<file path="src/rtl/multiword_add_ctrl.sv">
// Multi-precision adder sequencer: one shared XLEN-bit ripple-carry adder, one word per clock, LSW first.
// Optional macro SUB_MODE_EN adds a 'sub' input that turns the operation into A - B.

module multiword_add_rca #(
  parameter int XLEN = 8
) (
  input  logic [XLEN-1:0] a,
  input  logic [XLEN-1:0] b,
  input  logic            cin,
  output logic [XLEN-1:0] sum,
  output logic            cout
);
  logic [XLEN:0] c;

  assign c[0] = cin;

  for (genvar i = 0; i < XLEN; i++) begin : g_bit
    assign sum[i]   = a[i] ^ b[i] ^ c[i];
    assign c[i+1]   = (a[i] & b[i]) | (c[i] & (a[i] ^ b[i]));
  end

  assign cout = c[XLEN];
endmodule

module multiword_add_ctrl #(
  parameter int XLEN  = 8,
  parameter int WORDS = 4,
  localparam int IDXW = (WORDS > 1) ? $clog2(WORDS) : 1,
  localparam int OPW  = XLEN * WORDS
) (
  input  logic            clk,
  input  logic            rst,
  input  logic            start,
  input  logic [OPW-1:0]  A,
  input  logic [OPW-1:0]  B,
  input  logic            carry_in,
  output logic            busy,
  output logic            done,
  output logic [OPW:0]    result,
  output logic [IDXW-1:0] word_idx
`ifdef SUB_MODE_EN
  ,
  input  logic            sub
`endif
);
  // state   | meaning
  // S_IDLE  | waiting for start; result holds the last sum
  // S_RUN   | adding word[word_idx], carry kept in carry_q
  // S_DONE  | one-cycle done pulse, then back to idle
  typedef enum logic [1:0] {S_IDLE, S_RUN, S_DONE} state_t;

  state_t          state, state_nxt;
  logic [OPW-1:0]  a_q, b_q;
  logic            carry_q;
  logic [OPW-1:0]  b_load;
  logic            cin_load;
  logic [XLEN-1:0] a_word, b_word, sum_word;
  logic            cout_word;
  logic            accept, last;

`ifdef SUB_MODE_EN
  // Subtraction as A + ~B + 1: invert B once at load time, force the initial carry.
  assign b_load   = sub ? ~B : B;
  assign cin_load = sub | carry_in;
`else
  assign b_load   = B;
  assign cin_load = carry_in;
`endif

  assign accept = (state == S_IDLE) && start;
  assign last   = (word_idx == IDXW'(WORDS - 1));

  always_ff @(posedge clk or posedge rst) begin
    if (rst) state <= S_IDLE;
    else     state <= state_nxt;
  end

  always_comb begin
    state_nxt = state;
    case (state)
      S_IDLE:  if (start) state_nxt = S_RUN;
      S_RUN:   if (last)  state_nxt = S_DONE;
      S_DONE:  state_nxt = S_IDLE;
      default: state_nxt = S_IDLE;
    endcase
  end

  always_comb begin
    busy = (state == S_RUN);
    done = (state == S_DONE);
  end

  always_comb begin
    a_word = '0;
    b_word = '0;
    for (int w = 0; w < WORDS; w++) begin
      if (word_idx == IDXW'(w)) begin
        a_word = a_q[w*XLEN +: XLEN];
        b_word = b_q[w*XLEN +: XLEN];
      end
    end
  end

  multiword_add_rca #(.XLEN(XLEN)) u_rca (
    .a    (a_word),
    .b    (b_word),
    .cin  (carry_q),
    .sum  (sum_word),
    .cout (cout_word)
  );

  always_ff @(posedge clk or posedge rst) begin
    if (rst) begin
      a_q      <= '0;
      b_q      <= '0;
      carry_q  <= 1'b0;
      result   <= '0;
      word_idx <= '0;
    end else if (accept) begin
      a_q      <= A;
      b_q      <= b_load;
      carry_q  <= cin_load;
      result   <= '0;
      word_idx <= '0;
    end else if (state == S_RUN) begin
      for (int w = 0; w < WORDS; w++) begin
        if (word_idx == IDXW'(w)) result[w*XLEN +: XLEN] <= sum_word;
      end
      carry_q <= cout_word;
      // The index parks on the last word; the next accept rewinds it.
      if (last) result[OPW] <= cout_word;
      else      word_idx    <= word_idx + IDXW'(1);
    end
  end
endmodule

</file>
<file path="config.mk">
export PLATFORM = sky130hd
export DESIGN_NAME = multiword_add_ctrl
export DESIGN_NICKNAME = d
export VERILOG_FILES = /design/src/rtl/multiword_add_ctrl.sv
export SDC_FILE = /design/constraint.sdc
export NUM_CORES = 1
export LEC_CHECK = 0
export CAP_MARGIN = 5
export CELL_PAD_IN_SITES_DETAIL_PLACEMENT = 2
export CELL_PAD_IN_SITES_GLOBAL_PLACEMENT = 2
export CORE_MARGIN = 2
export CORE_UTILIZATION = 38
export CTS_BUF_LIST = sky130_fd_sc_hd__clkbuf_8
export CTS_CLUSTER_DIAMETER = 50
export CTS_CLUSTER_SIZE = 28
export DETAILED_ROUTE_END_ITERATION = 8
export DONT_BUFFER_PORTS = 1
export PLACE_DENSITY = 0.84
export RECOVER_POWER = 100
export SYNTH_ARGS = -nofsm -noshare
export SYNTH_HDL_FRONTEND = slang
export SYNTH_SLANG_ARGS = --single-unit
</file>
<file path="constraint.sdc">
create_clock -name clk -period 5.24 [get_ports clk]
set_clock_uncertainty 0.15 [all_clocks]
set_input_delay 1.048 -clock clk [delete_from_list [all_inputs] [get_ports clk]]
set_output_delay 1.048 -clock clk [all_outputs]
set_load 0.1 [all_outputs]
</file>
# ---- After elaboration in Yosys (flattened, before gate mapping)
# Cells that the tools add are included.
dict set report op_classes {
  add_sub_neg 1
  bitwise_logic 40
  n_mux 23
  eq_ne 8
  reduce_logical 14
}
# operator count
set op_table {}
lappend op_table {{$mux W8} 12}
lappend op_table {{$mux W33} 2}
lappend op_table {{$and A1 B1 Y1} 16}
lappend op_table {{$xor A1 B1 Y1} 16}
lappend op_table {{$reduce_and A2 Y1} 6}
lappend op_table {{$mux W2} 5}
lappend op_table {{$reduce_bool A2 Y1} 5}
lappend op_table {{$or A1 B1 Y1} 8}
lappend op_table {{$eq A2 B2 Y1 const B} 3}
lappend op_table {{$eq A2 B1 Y1 const B} 2}
lappend op_table {{$logic_not A2 Y1} 2}
lappend op_table {{$ne A2 B2 Y1 const B} 2}
lappend op_table {{$pmux W2 S2} 1}
lappend op_table {{$mux W1} 3}
lappend op_table {{$add A2 B1 Y2 const B} 1}
lappend op_table {{$ne A2 B1 Y1 const B} 1}
lappend op_table {{$logic_and A1 B1 Y1} 1}
dict set report word_totals {
  inputBits 68
  wordCells 95
  regBits 102
}

# ---- Depth between registers and ports, before layout
dict set report logic_depth {
  depth_word 25
  depth_mapped 18
}

# ---- Hierarchy
# Synthesis repeated with hierarchy kept, for this count alone.
dict set report hier_totals {
  hier_cells 432
  hier_area_um2 5149.9
}
# mod n_inst cells_per_inst area_per_inst_um2
set by_module_without_submodules {}
lappend by_module_without_submodules {multiword_add_ctrl 1 414 4952.2}
lappend by_module_without_submodules {multiword_add_rca 1 18 197.7}

# ---- Least setup slack after synthesis
# OpenSTA, ideal clock, no wires.
dict set report synth_timing {
  path_type {register to register}
  from {reg word_idx[0]}
  to {reg result[15]}
  path_buffers 1
  path_stages_with_launch 17
  period_less_slack_ns 5.556
  slack_ns -0.316
  setup_ns 0.116
  required_ns 4.974
  arrival_time_ns 5.291
  path_cell_list {dfrtp_1 -> inv_1 -> ha_1 -> or2_1 -> clkbuf_1 -> a221oi_1 -> nor2_1 -> fa_1 -> fa_1 -> fa_1 -> fa_1 -> fa_1 -> fa_1 -> inv_1 -> fa_1 -> fa_1 -> o311ai_0}
}
dict set report synth_via {
  elab_chain_len 24
  elab_cells_between_ends 47
  cone_classes {eq/ne: 3; mux: 11; bitwise: 30; reduce/logical: 3}
}
# element line
set synth_rtl {}
lappend synth_rtl {{start, declared} 40} ;# output logic [IDXW-1:0] word_idx
lappend synth_rtl {{start signal, assigned} 132} ;# else word_idx <= word_idx + IDXW'(1);
lappend synth_rtl {{$logic_not A2 Y1} 97} ;# if (word_idx == IDXW'(w)) begin
lappend synth_rtl {{$mux W8 (4 in a row)} 97}
lappend synth_rtl {{$xor A1 B1 Y1} 19} ;# assign c[i+1] = (a[i] & b[i]) | (c[i] & (a[i] ^ b[i]));
lappend synth_rtl {{$and A1 B1 Y1} 19}
lappend synth_rtl {{$or A1 B1 Y1} 19}
lappend synth_rtl {{$and A1 B1 Y1} 19}
lappend synth_rtl {{$or A1 B1 Y1} 19}
lappend synth_rtl {{$and A1 B1 Y1} 19}
lappend synth_rtl {{(+5 left out)} -}
lappend synth_rtl {{$and A1 B1 Y1} 19}
lappend synth_rtl {{$or A1 B1 Y1} 19}
lappend synth_rtl {{$and A1 B1 Y1} 19}
lappend synth_rtl {{$or A1 B1 Y1} 19}
lappend synth_rtl {{$xor A1 B1 Y1} 18} ;# assign sum[i] = a[i] ^ b[i] ^ c[i];
lappend synth_rtl {{$mux W8} 127} ;# if (word_idx == IDXW'(w)) result[w*XLEN +: XLEN] <= sum_word;
lappend synth_rtl {{$mux W33} 125} ;# end else if (state == S_RUN) begin
lappend synth_rtl {{$mux W33} 119} ;# end else if (accept) begin
lappend synth_rtl {{end signal, assigned by index} 127}
lappend synth_rtl {{end signal, assigned by index} 131} ;# if (last) result[OPW] <= cout_word;
lappend synth_rtl {{end, declared} 39} ;# output logic [OPW:0] result,
# Several ways; a longest one is shown, not always the timed one. The select of a mux whose other input is x is not followed.
# A chain may end at the register's enable or synchronous reset.

# ---- Worst setup path after layout
dict set report layout_timing {
  from {reg word_idx[0]}
  to {reg result[7]}
}
dict set report layout_via {
  elab_chain_len 24
  elab_cells_between_ends 47
  cone_classes {eq/ne: 3; mux: 11; bitwise: 30; reduce/logical: 3}
}
# element line
set layout_rtl {}
lappend layout_rtl {{$logic_not A2 Y1} {97, 127}}
lappend layout_rtl {{$mux W8 (4 in a row)} 97}
lappend layout_rtl {{$xor A1 B1 Y1} 19}
lappend layout_rtl {{$and A1 B1 Y1} 19}
lappend layout_rtl {{$or A1 B1 Y1} 19}
lappend layout_rtl {{$and A1 B1 Y1} 19}
lappend layout_rtl {{$or A1 B1 Y1} 19}
lappend layout_rtl {{$and A1 B1 Y1} 19}
lappend layout_rtl {{(+5 left out)} -}
lappend layout_rtl {{$and A1 B1 Y1} 19}
lappend layout_rtl {{$or A1 B1 Y1} 19}
lappend layout_rtl {{$and A1 B1 Y1} 19}
lappend layout_rtl {{$or A1 B1 Y1} 19}
lappend layout_rtl {{$xor A1 B1 Y1} 18}
lappend layout_rtl {{$mux W8} 127}
lappend layout_rtl {{$mux W33} 125}
lappend layout_rtl {{$mux W33} 119}
# Several ways; a longest one is shown, not always the timed one. The select of a mux whose other input is x is not followed.

==> flow_summary.rst <==
.. list-table::
   :header-rows: 1

   * - Metric
     - Value
   * - Hold violation count in the final report
     - 0
   * - Instance count of the mapped netlist
     - 398
   * - Tmin final
     - 5.03 ns
   * - Gr ovfl total
     - 0
   * - H-tree depth reported by CTS
     - 3
   * - Placer congestion estimate
     - 0.803
   * - End of the worst register-to-register path
     - result[7]
   * - Unrepaired setup endpoints after global routing
     - false
   * - Mean area per synthesized cell
     - 11.8 sq um
   * - Fraction of met3 tracks used by global routing
     - 7.64%
   * - Starting density of the core
     - 39.0%
   * - Critical Path Source Type
     - flop
   * - Number of antenna violations at the first check in global routing
     - 4
   * - Sequential cell area fraction in the yosys report
     - 54.3%
   * - Clock-pin transition on the worst setup and hold timing paths
     - 0.10 ns
   * - Number of clock buffers inserted by TritonCTS
     - 9
   * - Drt first-iter violations
     - 57
   * - Dpl ws
     - -0.0345 ns
   * - Clock sink count
     - 102
   * - Die H
     - 115 um
   * - Final routed wirelength across all metal layers
     - 13.9 mm
   * - Number of max-cap violations
     - 4
   * - R2R setup slack
     - 0.21 ns
   * - CTS tree
     - built
   * - Maximum clock path buffer count
     - 2
   * - Remaining design rule violation count
     - 0
   * - Worst-case setup margin in the final layout
     - 0.208 ns
   * - Skew-Pair Late Insertion Delay
     - 0.39 ns
   * - Max Freq
     - 199 MHz
   * - Leading cell type in the layout, fill and taps excluded
     - dfrtp_1
   * - Root buffer cell
     - clkbuf_8
   * - Gr busiest metal
     - met2
   * - Syn-to-layout area delta
     - 9.85%
   * - Slowest stage delay, CP
     - 0.49 ns
   * - Via count of the first global-routing pass
     - 3729
   * - Worst Reg-to-Reg Cells
     - 15
   * - Total standard cell area after synthesis
     - 0.00470 sq mm
   * - I/O pin count
     - 105
   * - Most frequently used flop master after synthesis
     - dfrtp_1
   * - Area of the core
     - 0.0121 sq mm
   * - Result of the run
     - complete, but fails checks
   * - Cts hold-fix bufs
     - 0
   * - Count of flip-flops with a built-in enable after synthesis
     - 0
   * - Async set or reset register ratio after synthesis
     - 100%
   * - Fraction of the cycle the final worst path needs
     - 96.0%
   * - Least-Margin Pin Slew
     - 3.47 ns
   * - Pin count of the biggest net entering global routing
     - 67
   * - Critical Path AT
     - 5.17 ns
   * - Number of pins exceeding their max-slew limit in the final report
     - 131
   * - Worst setup startpoint
     - word_idx[0]
   * - Failing checks
     - max-capacitance violations, max-slew violations
   * - Final setup viols
     - 0
   * - Routed vias/inst
     - 5.58
   * - Cell with the largest stage delay on the worst path
     - fa_2
   * - Net count of the mapped netlist
     - 478
   * - Number of flip-flops and latches in the synthesized netlist
     - 102
   * - Iteration count of the initial detailed-routing pass
     - 4
   * - Most frequent cell on the critical path
     - fa_1
   * - Max-slew headroom
     - -131%
   * - Global-route track usage on met2
     - 39.5%
   * - Critical Path Fanout Max
     - 5
   * - Endpoint class of the critical path
     - flop
   * - Die ar.
     - 0.0133 sq mm
   * - Via count
     - 3205
   * - Number of routed nets with antenna violations
     - 0
   * - Total global routing track utilization
     - 22.6%
   * - Syn. warnings
     - 0
   * - GRT met1 Usage
     - 25.8%
   * - HPWL after detailed placement
     - 10.5 mm
   * - Sequence of cells on the critical path
     - inv_1, ha_1, or2_0, a221oi_1, nor2_1, fa_1, fa_1, fa_1, fa_2, fa_1, fa_1, inv_1, fa_1, fa_2, o311ai_1
   * - Commonest cells after routing, fill and taps aside
     - dfrtp_1 (100), nand2_1 (88), mux2_1 (38)
   * - Final net count
     - 479
   * - Chip width
     - 115 um
   * - Wire length of the first global-routing pass
     - 22.0 mm
   * - Wire length per cell
     - 24.2 um
   * - Setup crit end
     - result[7]
   * - Std-Cell Rows
     - 40
   * - Worst setup path category
     - flop to flop
   * - Ratio of cells with drive above 1 in the final layout
     - 16.1%
   * - Data required time at the worst endpoint
     - 5.38 ns
   * - Number of distinct standard cells referenced by the synthesized netlist
     - 33
   * - R2R Path Start
     - word_idx[0]
   * - Count of input and output buffers
     - 0
   * - Worst min path class
     - flop to flop
-- area by class of cell --
class                      count  area [sq um]
multi-input combinational    264          2000
antenna                        2          5.00
inverter                       6          23.8
clock buffer                   9           124
sequential                   102          2550
clock inverter                 7           136
fill                        1262          6900
timing repair buffer          16           106
tap                          168           210
-- synth_stat cells (3+ instances only) --
library cell / number / area, sq um
a31oi_1: 6 / 37.5
dfrtp_1: 102 / 2550
o22ai_1: 12 / 75.1
nand2_1: 88 / 330
nand3b_1: 6 / 45.0
mux2_1: 38 / 428
buf_2: 11 / 55.1
inv_1: 5 / 18.8
o221ai_1: 4 / 35.0
fa_1: 8 / 160
buf_1: 3 / 11.3
buf_6: 4 / 45.0
o311ai_0: 9 / 78.8
clkbuf_1: 7 / 26.3
ha_1: 4 / 50.1
a221oi_1: 6 / 52.6
nor2b_1: 6 / 37.5
nor2_1: 11 / 41.3
o211ai_1: 27 / 203
mux2_2: 26 / 293
-- through the flow --
| step | area, sq um | util, % | instances | TNS [ns] | hold WS (ns) |
|---|---|---|---|---|---|
| 2_1_floorplan | 4700 | - | 398 | 0 | 0.308 |
| 3_3_place_gp | 4900 | 40.6 | 556 | 0 | 0.317 |
| 5_1_grt | 5160 | 42.8 | 573 | 0 | 0.372 |
| 6_report | 5160 | 42.8 | 574 | 0 | 0.346 |
| 3_5_place_dp | 4900 | 40.6 | 556 | -0.0345 | 0.327 |
| 4_1_cts | 5160 | 42.8 | 572 | 0 | 0.349 |
-- routing by layer --
metal	vias to the layer above	wire, um
met3	19	1040
met5	-	27
met2	99	7260
li1	1421	-
met4	4	195
met1	1662	5350
-- cell families after synthesis --
logic type,synth area share (%)
flops,54.3
compound gates,11.3
xor+xnor,0.186
buf+inv,3.57
simple gates,10.8
mux,15.3
fa+ha+maj,4.47
-- worst max-delay path: cells and delay by family, from the launching register on --
| kind | cells | cell delay, ns |
|---|---|---|
| adders and majority gates | 9 | 3.31 |
| AOI/OAI and AO/OA | 2 | 0.54 |
| DFF | 1 | 0.40 |
| and+or+nand+nor | 2 | 0.38 |
| buffers and inverters | 2 | 0.15 |
-- registers in the layout, summed over array words and instances, names as in the netlist --
name,cells
carry_q,1
state,2
word_idx,2
b_q,32
a_q,32
result,33
-- worst min path at each step --
stage | startpoint | depth (start not counted) | slack, ns | to
after global placement | b_q[12] | 1 | 0.32 | b_q[12]
after detailed placement | b_q[11] | 1 | 0.33 | b_q[11]
after global routing | b_q[17] | 1 | 0.37 | b_q[17]
after floorplan | b_q[10] | 1 | 0.31 | b_q[10]
after CTS | b_q[11] | 1 | 0.35 | b_q[11]
final | b_q[12] | 1 | 0.35 | b_q[12]
-- repair_timing --
item	CTS	global route
setup buffers	0	0
pin swaps	0	1
resized for setup	1	8
gates cloned	0	0
endpoints found under the setup margin	1	4
Power is not shown: default switching activity piles up to over one toggle a cycle in this logic, so the estimate is an artifact.
